## config.mk

```make
export PLATFORM = sky130hd
export DESIGN_NAME = tsdram_client_flat
export DESIGN_NICKNAME = d
export VERILOG_FILES = /design/src/rtl/tsdram_pkg.sv /design/src/rtl/tsdram_client_if.sv /design/src/rtl/tsdram_line_buf.sv /design/src/rtl/tsdram_client.sv /design/src/flat_wrapper.sv
export SDC_FILE = /design/constraint.sdc
export NUM_CORES = 1
export LEC_CHECK = 0
export ABC_AREA = 1
export ABC_CLOCK_PERIOD_IN_PS = 3100
export CELL_PAD_IN_SITES_DETAIL_PLACEMENT = 1
export CELL_PAD_IN_SITES_GLOBAL_PLACEMENT = 1
export CORE_ASPECT_RATIO = 0.7
export CORE_MARGIN = 1
export CORE_UTILIZATION = 30
export CTS_BUF_LIST = sky130_fd_sc_hd__clkbuf_8
export DETAILED_ROUTE_END_ITERATION = 12
export PLACE_DENSITY_LB_ADDON = 0.1
export SYNTH_ARGS = -nofsm -noshare
export SYNTH_HDL_FRONTEND = slang
export SYNTH_SLANG_ARGS = --single-unit
```

## constraint.sdc

```tcl
create_clock -name clk -period 3.1 [get_ports clk]
set_input_delay 0.62 -clock clk [delete_from_list [all_inputs] [get_ports clk]]
set_output_delay 0.62 -clock clk [all_outputs]
set_load 0.02 [all_outputs]
```

## src/rtl/tsdram_pkg.sv

```systemverilog
// tsdram_client shared types: controller command codes,
// client FSM states and burst-length helpers.
package tsdram_pkg;

  typedef enum logic [1:0] {
    CMD_NOP = 2'b00,
    CMD_WRB = 2'b01,
    CMD_RD  = 2'b10,
    CMD_WRW = 2'b11
  } cmd_t;

  typedef enum logic [2:0] {
    S_IDLE,
    S_WR,
    S_RD,
    S_BURST,
    S_DONE
  } state_t;

  localparam int BL_DEF = 4;

  function automatic int bl_log2(input int bl);
    return $clog2(bl);
  endfunction

  localparam int BL_LOG2 = bl_log2(BL_DEF);

endpackage

```

## src/rtl/tsdram_client_if.sv

```systemverilog
// Host bus plus SDRAM controller command bus of tsdram_client.
// slave = the client itself, master = host and controller side.
interface tsdram_client_if #(
  parameter int ADDR_BITS = 32
);
  logic                 host_req;
  logic                 host_we;
  logic [1:0]           host_be;
  logic [ADDR_BITS-1:0] host_addr;
  logic [15:0]          host_wdata;
  logic                 host_ready;
  logic [15:0]          host_rdata;
  logic                 host_rvalid;
  logic                 busy;
  logic [1:0]           cmd_req;
  logic                 cmd_ack;
  logic [1:0]           cmd_mask;
  logic [ADDR_BITS-1:0] cmd_addr;
  logic [15:0]          cmd_din;
  logic [15:0]          cmd_dout;
  logic                 data_valid;

  modport slave (
    input  host_req, host_we, host_be,
    input  host_addr, host_wdata,
    input  cmd_ack, cmd_dout, data_valid,
    output host_ready, host_rdata, host_rvalid,
    output busy, cmd_req, cmd_mask,
    output cmd_addr, cmd_din
  );

  modport master (
    output host_req, host_we, host_be,
    output host_addr, host_wdata,
    output cmd_ack, cmd_dout, data_valid,
    input  host_ready, host_rdata, host_rvalid,
    input  busy, cmd_req, cmd_mask,
    input  cmd_addr, cmd_din
  );
endinterface

```

## src/rtl/tsdram_line_buf.sv

```systemverilog
// One-line read cache: BL x 16 words, byte-merge write port,
// tag/valid and hit compare for tsdram_client.
module tsdram_line_buf
  import tsdram_pkg::*;
#(
  parameter int LG = BL_LOG2,
  parameter int TW = 29
) (
  input  logic          clk,
  input  logic          reset,
  input  logic          inv,
  input  logic          wr_en,
  input  logic [LG-1:0] wr_idx,
  input  logic [15:0]   wr_data,
  input  logic [1:0]    wr_be,
  input  logic          set,
  input  logic [TW-1:0] set_tag,
  input  logic [TW-1:0] lk_tag,
  input  logic [LG-1:0] lk_idx,
  output logic          hit,
  output logic [15:0]   rd_word
);

  logic [15:0]   line_q [1<<LG];
  logic [TW-1:0] tag_q;
  logic          valid_q;

  always_ff @(posedge clk) begin
    if (wr_en) begin
      if (wr_be[0]) line_q[wr_idx][7:0]  <= wr_data[7:0];
      if (wr_be[1]) line_q[wr_idx][15:8] <= wr_data[15:8];
    end
  end

  // valid only after a complete burst; any miss drops it
  always_ff @(posedge clk) begin
    if (reset) begin
      valid_q <= 1'b0;
      tag_q   <= '0;
    end else if (inv) begin
      valid_q <= 1'b0;
    end else if (set) begin
      valid_q <= 1'b1;
      tag_q   <= set_tag;
    end
  end

  assign hit     = valid_q && (tag_q == lk_tag);
  assign rd_word = line_q[lk_idx];

endmodule

```

## src/rtl/tsdram_client.sv

```systemverilog
// Host-side initiator for the tiny SDRAM controller.
// Optional one-line read cache: TSDRAM_CLIENT_LINE_CACHE_EN.
module tsdram_client
  import tsdram_pkg::*;
#(
  parameter int BL        = BL_DEF,
  parameter int ADDR_BITS = 32
) (
  input logic            clk,
  input logic            reset,
  tsdram_client_if.slave bus
);

  localparam int LG = bl_log2(BL);

  state_t               state_q, state_d;
  cmd_t                 req_q, req_d;
  logic [LG-1:0]        k_q, k_d;
  logic [1:0]           mask_q, mask_d;
  logic [ADDR_BITS-1:0] addr_q, addr_d;
  logic [15:0]          din_q, din_d;
  logic [15:0]          rdata_q, rdata_d;
  logic                 ready_q, ready_d;
  logic                 rvalid_q, rvalid_d;
  logic                 busy_q;
  logic                 accept, last_beat, rd_hit;
  logic [15:0]          hit_word;

  // ready_q blocks re-acceptance of a request still held high
  assign accept = (state_q == S_IDLE) && bus.host_req
               && !ready_q;
  assign last_beat = (state_q == S_BURST) && bus.data_valid
                  && (k_q == LG'(BL-1));

`ifdef TSDRAM_CLIENT_LINE_CACHE_EN
  localparam int TW = ADDR_BITS - LG - 1;

  logic          lb_wr, lb_inv, lb_hit;
  logic [LG-1:0] lb_idx;
  logic [15:0]   lb_data;
  logic [1:0]    lb_be;

  always_comb begin
    lb_wr   = 1'b0;
    lb_idx  = bus.host_addr[LG:1];
    lb_data = bus.host_wdata;
    lb_be   = bus.host_be;
    if (state_q == S_BURST && bus.data_valid) begin
      lb_wr   = 1'b1;
      lb_idx  = addr_q[LG:1] + k_q;
      lb_data = bus.cmd_dout;
      lb_be   = 2'b11;
    end else if (accept && bus.host_we && lb_hit) begin
      lb_wr = 1'b1;
    end
  end

  assign lb_inv = accept && !bus.host_we && !lb_hit;
  assign rd_hit = lb_hit;

  tsdram_line_buf #(
    .LG (LG),
    .TW (TW)
  ) u_line (
    .clk     (clk),
    .reset   (reset),
    .inv     (lb_inv),
    .wr_en   (lb_wr),
    .wr_idx  (lb_idx),
    .wr_data (lb_data),
    .wr_be   (lb_be),
    .set     (last_beat),
    .set_tag (addr_q[ADDR_BITS-1:LG+1]),
    .lk_tag  (bus.host_addr[ADDR_BITS-1:LG+1]),
    .lk_idx  (bus.host_addr[LG:1]),
    .hit     (lb_hit),
    .rd_word (hit_word)
  );
`else
  assign rd_hit   = 1'b0;
  assign hit_word = '0;
`endif

  always_ff @(posedge clk) begin
    if (reset) begin
      state_q  <= S_IDLE;
      req_q    <= CMD_NOP;
      k_q      <= '0;
      mask_q   <= 2'b11;
      addr_q   <= '0;
      din_q    <= '0;
      rdata_q  <= '0;
      ready_q  <= 1'b0;
      rvalid_q <= 1'b0;
      busy_q   <= 1'b0;
    end else begin
      state_q  <= state_d;
      req_q    <= req_d;
      k_q      <= k_d;
      mask_q   <= mask_d;
      addr_q   <= addr_d;
      din_q    <= din_d;
      rdata_q  <= rdata_d;
      ready_q  <= ready_d;
      rvalid_q <= rvalid_d;
      busy_q   <= (state_d != S_IDLE);
    end
  end

  always_comb begin
    state_d = state_q;
    unique case (state_q)
      S_IDLE: begin
        if (accept) begin
          if (bus.host_we && bus.host_be != 2'b00)
            state_d = S_WR;
          else if (!bus.host_we && !rd_hit)
            state_d = S_RD;
        end
      end
      S_WR:
        if (bus.cmd_ack) state_d = S_DONE;
      S_RD:
        if (bus.cmd_ack) state_d = S_BURST;
      S_BURST: begin
        // a short burst leaves the line unloaded
        if (last_beat)
          state_d = S_DONE;
        else if (!bus.data_valid && k_q != '0)
          state_d = S_DONE;
      end
      S_DONE:
        state_d = S_IDLE;
      default:
        state_d = S_IDLE;
    endcase
  end

  always_comb begin
    req_d    = req_q;
    k_d      = k_q;
    mask_d   = mask_q;
    addr_d   = addr_q;
    din_d    = din_q;
    rdata_d  = rdata_q;
    ready_d  = 1'b0;
    rvalid_d = 1'b0;
    unique case (state_q)
      S_IDLE: begin
        if (accept) begin
          addr_d = bus.host_addr;
          din_d  = bus.host_wdata;
          mask_d = ~bus.host_be;
          unique case (1'b1)
            bus.host_we && bus.host_be == 2'b00:
              ready_d = 1'b1;
            bus.host_we && bus.host_be != 2'b00:
              req_d = (bus.host_be == 2'b11)
                    ? CMD_WRW : CMD_WRB;
            !bus.host_we && rd_hit: begin
              rdata_d  = hit_word;
              rvalid_d = 1'b1;
              ready_d  = 1'b1;
            end
            !bus.host_we && !rd_hit:
              req_d = CMD_RD;
          endcase
        end
      end
      S_WR:
        if (bus.cmd_ack) req_d = CMD_NOP;
      S_RD: begin
        if (bus.cmd_ack) begin
          req_d = CMD_NOP;
          k_d   = '0;
        end
      end
      S_BURST: begin
        if (bus.data_valid) begin
          k_d = k_q + LG'(1);
          if (k_q == '0) begin
            rdata_d  = bus.cmd_dout;
            rvalid_d = 1'b1;
          end
        end
      end
      S_DONE:
        ready_d = 1'b1;
      default: ;
    endcase
  end

  assign bus.cmd_req     = req_q;
  assign bus.cmd_mask    = mask_q;
  assign bus.cmd_addr    = addr_q;
  assign bus.cmd_din     = din_q;
  assign bus.host_rdata  = rdata_q;
  assign bus.host_ready  = ready_q;
  assign bus.host_rvalid = rvalid_q;
  assign bus.busy        = busy_q;

endmodule

```

## src/flat_wrapper.sv

```systemverilog
// flat-port wrapper written by rule: the top's interface ports become plain ports
module tsdram_client_flat import tsdram_pkg::*;
#(
  parameter int BL        = BL_DEF,
  parameter int ADDR_BITS = 32
)
  (clk, reset, bus_host_req, bus_host_we, bus_host_be, bus_host_addr, bus_host_wdata, bus_cmd_ack, bus_cmd_dout, bus_data_valid, bus_host_ready, bus_host_rdata, bus_host_rvalid, bus_busy, bus_cmd_req, bus_cmd_mask, bus_cmd_addr, bus_cmd_din);
  tsdram_client_if #(.ADDR_BITS(ADDR_BITS)) bus_i ();
  input logic clk;
  input logic reset;
  input wire logic [$bits(bus_i.host_req)-1:0] bus_host_req;
  input wire logic [$bits(bus_i.host_we)-1:0] bus_host_we;
  input wire logic [$bits(bus_i.host_be)-1:0] bus_host_be;
  input wire logic [$bits(bus_i.host_addr)-1:0] bus_host_addr;
  input wire logic [$bits(bus_i.host_wdata)-1:0] bus_host_wdata;
  input wire logic [$bits(bus_i.cmd_ack)-1:0] bus_cmd_ack;
  input wire logic [$bits(bus_i.cmd_dout)-1:0] bus_cmd_dout;
  input wire logic [$bits(bus_i.data_valid)-1:0] bus_data_valid;
  output wire logic [$bits(bus_i.host_ready)-1:0] bus_host_ready;
  output wire logic [$bits(bus_i.host_rdata)-1:0] bus_host_rdata;
  output wire logic [$bits(bus_i.host_rvalid)-1:0] bus_host_rvalid;
  output wire logic [$bits(bus_i.busy)-1:0] bus_busy;
  output wire logic [$bits(bus_i.cmd_req)-1:0] bus_cmd_req;
  output wire logic [$bits(bus_i.cmd_mask)-1:0] bus_cmd_mask;
  output wire logic [$bits(bus_i.cmd_addr)-1:0] bus_cmd_addr;
  output wire logic [$bits(bus_i.cmd_din)-1:0] bus_cmd_din;
  assign bus_i.host_req = bus_host_req;
  assign bus_i.host_we = bus_host_we;
  assign bus_i.host_be = bus_host_be;
  assign bus_i.host_addr = bus_host_addr;
  assign bus_i.host_wdata = bus_host_wdata;
  assign bus_i.cmd_ack = bus_cmd_ack;
  assign bus_i.cmd_dout = bus_cmd_dout;
  assign bus_i.data_valid = bus_data_valid;
  assign bus_host_ready = bus_i.host_ready;
  assign bus_host_rdata = bus_i.host_rdata;
  assign bus_host_rvalid = bus_i.host_rvalid;
  assign bus_busy = bus_i.busy;
  assign bus_cmd_req = bus_i.cmd_req;
  assign bus_cmd_mask = bus_i.cmd_mask;
  assign bus_cmd_addr = bus_i.cmd_addr;
  assign bus_cmd_din = bus_i.cmd_din;
  tsdram_client #(.BL(BL), .ADDR_BITS(ADDR_BITS)) u_core (.clk(clk), .reset(reset), .bus(bus_i));
endmodule
```

### Word level (Yosys, flattened, before mapping)

Index checks and enable logic that the tools add are counted.

| cells by class | value |
|---|---|
| add/sub/neg operators | 1 |
| bitwise logic cells | 3 |
| multiplexer cells | 19 |
| eq/ne operators | 11 |
| reduce and logical (&&, ||, !) cells | 24 |

Operator list:

| kind | number |
|---|---|
| $mux W3 | 7 |
| $pmux W2 S2 | 3 |
| $pmux W3 S4 | 1 |
| $mux W2 | 4 |
| $reduce_bool A2 Y1 | 4 |
| $logic_and A1 B1 Y1 | 7 |
| $eq A3 B2 Y1 const B | 2 |
| $reduce_and A3 Y1 | 2 |
| $eq A2 B2 Y1 const B | 2 |
| $logic_not A2 Y1 | 2 |
| $ne A2 B1 Y1 const B | 2 |
| $ne A2 B2 Y1 const B | 2 |
| $reduce_and A4 Y1 | 1 |
| $eq A3 B1 Y1 const B | 1 |
| $eq A3 B3 Y1 const B | 1 |
| $logic_not A1 Y1 | 3 |
| $logic_not A3 Y1 | 1 |
| $mux W1 | 3 |
| $ne A3 B3 Y1 const B | 1 |
| $reduce_bool A3 Y1 | 1 |
| $reduce_or A3 Y1 | 1 |
| $add A2 B1 Y2 const B | 1 |
| $not A1 Y1 | 2 |
| $not A2 Y2 | 1 |
| other kinds (3) | 3 |

| word-level totals | value |
|---|---|
| input bits | 72 |
| register bits after elaboration | 76 |

### Longest topological paths before layout

| logic depth | value |
|---|---|
| depth after elaboration | 6 |
| mapped depth | 9 |

### Least setup slack after synthesis

OpenSTA, ideal clock, no wires.

| path | value |
|---|---|
| kind | input to register |
| from | in bus_host_req |
| to | reg u_core.addr_q[0], in the netlist u_core.bus.cmd_addr[0] |
| cell stages on the path | 8 |
| library setup time | 0.065 ns |
| setup slack | 1.589 ns |
| data arrival time | 1.447 ns |
| required time | 3.035 ns |
| buffers on the path | 2 |
| cells stage by stage | inv_1 nor2_1 nand2_2 inv_2 buf_6 buf_6 nor2_1 nor2_1 |

| between the ends | value |
|---|---|
| word-level cells in the longest chain between the ends | 3 |

RTL lines:

| item | RTL line | text |
|---|---|---|
| from (decl) | flat_wrapper.sv:11 | `input wire logic [$bits(bus_i.host_req)-1:0] bus_host_req;` |
| $logic_and A1 B1 Y1 | tsdram_client.sv:30 | `assign accept = (state_q == S_IDLE) && bus.host_req` |
| $logic_and A1 B1 Y1 | tsdram_client.sv:31 | `&& !ready_q;` |
| $reduce_and A2 Y1 (no source line) | -- |  |
| to (signal assigned) | tsdram_client.sv:101 | `addr_q <= addr_d;` |
| to (decl) | tsdram_client.sv:20 | `logic [ADDR_BITS-1:0] addr_q, addr_d;` |

Every way passes these cells.
A chain may end at the register's enable or synchronous reset.

### Worst setup path in the final report

| path | value |
|---|---|
| from | reg u_core.addr_q[10], in the netlist u_core.bus.cmd_addr[10] |
| to | out bus_cmd_addr[10] |

RTL lines:

| item | RTL line | text |
|---|---|---|
| to (decl) | flat_wrapper.sv:25 | `output wire logic [$bits(bus_i.cmd_addr)-1:0] bus_cmd_addr;` |

No word-level cell between the ends.

==> flow_summary_export.csv <==
group,metric,value,unit
run,cap_viol_max_count,0,
clocking,cts_buffer_depth,2,
sta,fin_worst_skew,4.43,ps
clocking,clk_latency,350,ps
routing,first_pass_iters,4,
critical_path,critical-path-top-delay-family,"buffers and inverters",
sta,final.setup.tns,0,ps
placement,dp_worst_setup_slack,795,ps
sta,min_period,1970,ps
critical_path,critPathBufInv,1,
grt,grt_max_degree,53,
clocking,cts_max_level,3,
clocking,numCtsBuffers,9,
floorplan,die_h,83.5,um
routing,vias,2862,
routing,initialDrtViolationCount,158,
layout,fin_util,0.500,
clocking,clock_sinks,76,
critical_path,reg2reg_from,"u_core.state_q[0]$_SDFF_PP0_",
critical_path,regToRegSetupSlack,1520,ps
clocking,cts_tree,"done",
grt,antenna_found_initial,0,
critical_path,cp.depth,1,
synth,yosysTopAreaCell,"dfxtp_1",
sta,rsz0062_at_grt,"false",
run_status,outcome,"complete, no violations",
routing,final_antenna_net_count,0,
layout,final_cell_mix,"clkdlybuf4s50_1 (142), nor2_1 (136), dfxtp_1 (76)",
routing,met3_wirelength,693,um
layout,antennaDiodeCount,0,
clocking,clockRootBuffer,"clkbuf_8",
layout,nets,580,
routing,routedWlPerCell,14.0,um
routing,highest_layer,"met4",
layout,drive_gt1_frac,0.0646,
critical_path,crit_required,2480,ps
critical_path,start_kind,"flop",
critical_path,r2r.worst_path.cells,7,
clocking,cts_hold_buf,0,
floorplan,initial_utilization,0.312,
critical_path,worstSetupPathType,"reg -> out",
grt,grt_pass1_wl,14.4,mm
critical_path,arrival,1350,ps
critical_path,cpPeakStageDelay,620,ps
sta,relSlewSlack,0.687,
synth,ys_top_cells_by_area,"dfxtp_1 (53%), nor2_1 (18%), o21ai_0 (11%)",
grt,grt_usage,0.186,
pwr,power_leakage,1.88,nW
synth,synth-seq-area-share,0.534,
critical_path,timing.rr.end,"u_core.bus.host_rdata[1]$_SDFFE_PP0P_",
clocking,cts_setup_buffers,0,
routing,drt-met1-wl,3.99,mm
synth,synth_fp_nets,442,
critical_path,crit_end,"bus_cmd_addr[10]",
clocking,cts_resized,0,
routing,drc_errors,0,
sta,hold_slack,481,ps
sta,finalHoldViolCount,0,
worst_hold_path,hold_class,"reg -> reg",
critical_path,worst_setup_path_end_kind,"primary output",
synth,syn_inst,368,
clocking,cts.reportedPaths.clkPinSlew,70,ps
routing,via_per_inst,4.51,
synth,syn_area_per_cell,7.74,um2
synth,ys_ff_latch,76,
sta,tightest_slew,470,ps
routing,routed_wl,8.86,mm
critical_path,crit_path_top_delay_cell,"clkdlybuf4s50_1",
placement,dp.final_hpwl,6.40,mm
sta,post-route-period-util,0.635,
grt,grt-ovfl-total,0,
critical_path,crit_start,"u_core.bus.cmd_addr[10]$_SDFFE_PP0P_",
grt,grt_pass1_vias,2881,
sta,setup_viol,0,
layout,area_growth,60.6,%
critical_path,worst-path-max-fanout,2,
floorplan,fp.coreArea,9140,um2
floorplan,io_pins,143,
routing,wl_met2,4.05,mm
placement,postPlaceCellArea,4360,um2
layout,layout_commonest_cell,"clkdlybuf4s50_1",
synth,synth.top_cell.area_share,0.534,
sta,setup_ws,1130,ps
sta,slew_viol_final,0,
pwr,ir_drop,0.390,mV
layout,finalInstanceArea,4570,um2
sta,timing.fmax,508,MHz
pwr,p_per_area,571,nW/um2
placement,portBuffers,142,
floorplan,core.rowCount,29,
critical_path,crit_chain,"clkdlybuf4s50_1",
floorplan,die_w,118,um
synth,synth_cell_types,24,
placement,gp_congestion,0.756,
synth,synth_area,2850,um2
floorplan,dieArea,9900,um2
synth,ys_warn_count,0,
state kept, by name, indices dropped and copies added, names as in the netlist:
| name | flops |
|---|---|
| u_core.bus.cmd_din | 16 |
| u_core.bus.cmd_req | 2 |
| u_core.state_q | 3 |
| u_core.bus.cmd_mask | 2 |
| u_core.bus.host_ready | 1 |
| u_core.bus.busy | 1 |
| u_core.bus.cmd_addr | 32 |
| u_core.bus.host_rvalid | 1 |
| u_core.k_q | 2 |
| u_core.bus.host_rdata | 16 |
report_power, final:
group	internal, mW	switching, mW	leakage [nW]	total, mW
Clock	0.468	0.359	0.115	0.827
Combinational	0.311	0.345	1.14	0.656
Sequential	1.07	0.0543	0.625	1.13
Total	1.85	0.758	1.88	2.61
worst min-delay path by stage:
stage	from	to	cells after the start
after global routing	u_core.bus.cmd_addr[14]$_SDFFE_PP0P_	u_core.bus.cmd_addr[14]$_SDFFE_PP0P_	2
after global placement	u_core.bus.cmd_mask[0]$_SDFFE_PP1P_	u_core.bus.cmd_mask[0]$_SDFFE_PP1P_	2
after CTS	u_core.bus.cmd_addr[14]$_SDFFE_PP0P_	u_core.bus.cmd_addr[14]$_SDFFE_PP0P_	2
after floorplan	u_core.state_q[1]$_SDFF_PP0_	u_core.bus.host_ready$_SDFF_PP0_	1
final	u_core.bus.cmd_addr[14]$_SDFFE_PP0P_	u_core.bus.cmd_addr[14]$_SDFFE_PP0P_	2
after detailed placement	u_core.bus.cmd_addr[14]$_SDFFE_PP0P_	u_core.bus.cmd_addr[14]$_SDFFE_PP0P_	2
synthesized netlist by cell type:
master and number:
a31oi_1 1, nor2_4 1, nand3_1 9, nand2_2 2
buf_1 2, dfxtp_1 76, inv_4 1, a21oi_1 5
buf_6 5, ha_1 2, buf_2 2, nor2_2 8
o21ai_1 10, nor3_2 1, nor2_1 136, o21ai_0 60
nand2_1 14, clkbuf_1 10, nor4_1 1, inv_2 1
o211ai_1 1, inv_1 18, nand4_1 1, nor2_8 1
routing by layer:
| layer | up-vias | global-route usage |
|---|---|---|
| met5 | - | 0 |
| met1 | 1323 | 0.224 |
| met4 | 0 | 0.0748 |
| met2 | 86 | 0.302 |
| met3 | 11 | 0.0697 |
| li1 | 1442 | - |
cell type report:
cell class	instances	area (um2)
timing repair buffer	146	1460
multi-input combinational	253	1140
tap	124	155
sequential	76	1520
clock buffer	10	138
fill	1126	4570
inverter	20	77.6
clock inverter	6	80.1
through the flow:
| stage | total power, mW | std cells |
|---|---|---|
| global route | 2.75 | 635 |
| finish | 2.61 | 635 |
| CTS | 2.65 | 635 |
| floorplan | 1.47 | 368 |
| global placement | 1.79 | 619 |
| detailed placement | 1.81 | 619 |
logic make-up (layout without fill, tap and decap cells):
family / Yosys count / after routing / synth area share
buffers and inverters: 39 / 182 / 0.0663
adders and majority gates: 2 / 2 / 0.00878
and+or+nand+nor: 174 / 174 / 0.254
DFF: 76 / 76 / 0.534
AOI/OAI and AO/OA: 77 / 77 / 0.137
(Power assumes the default switching activity.)
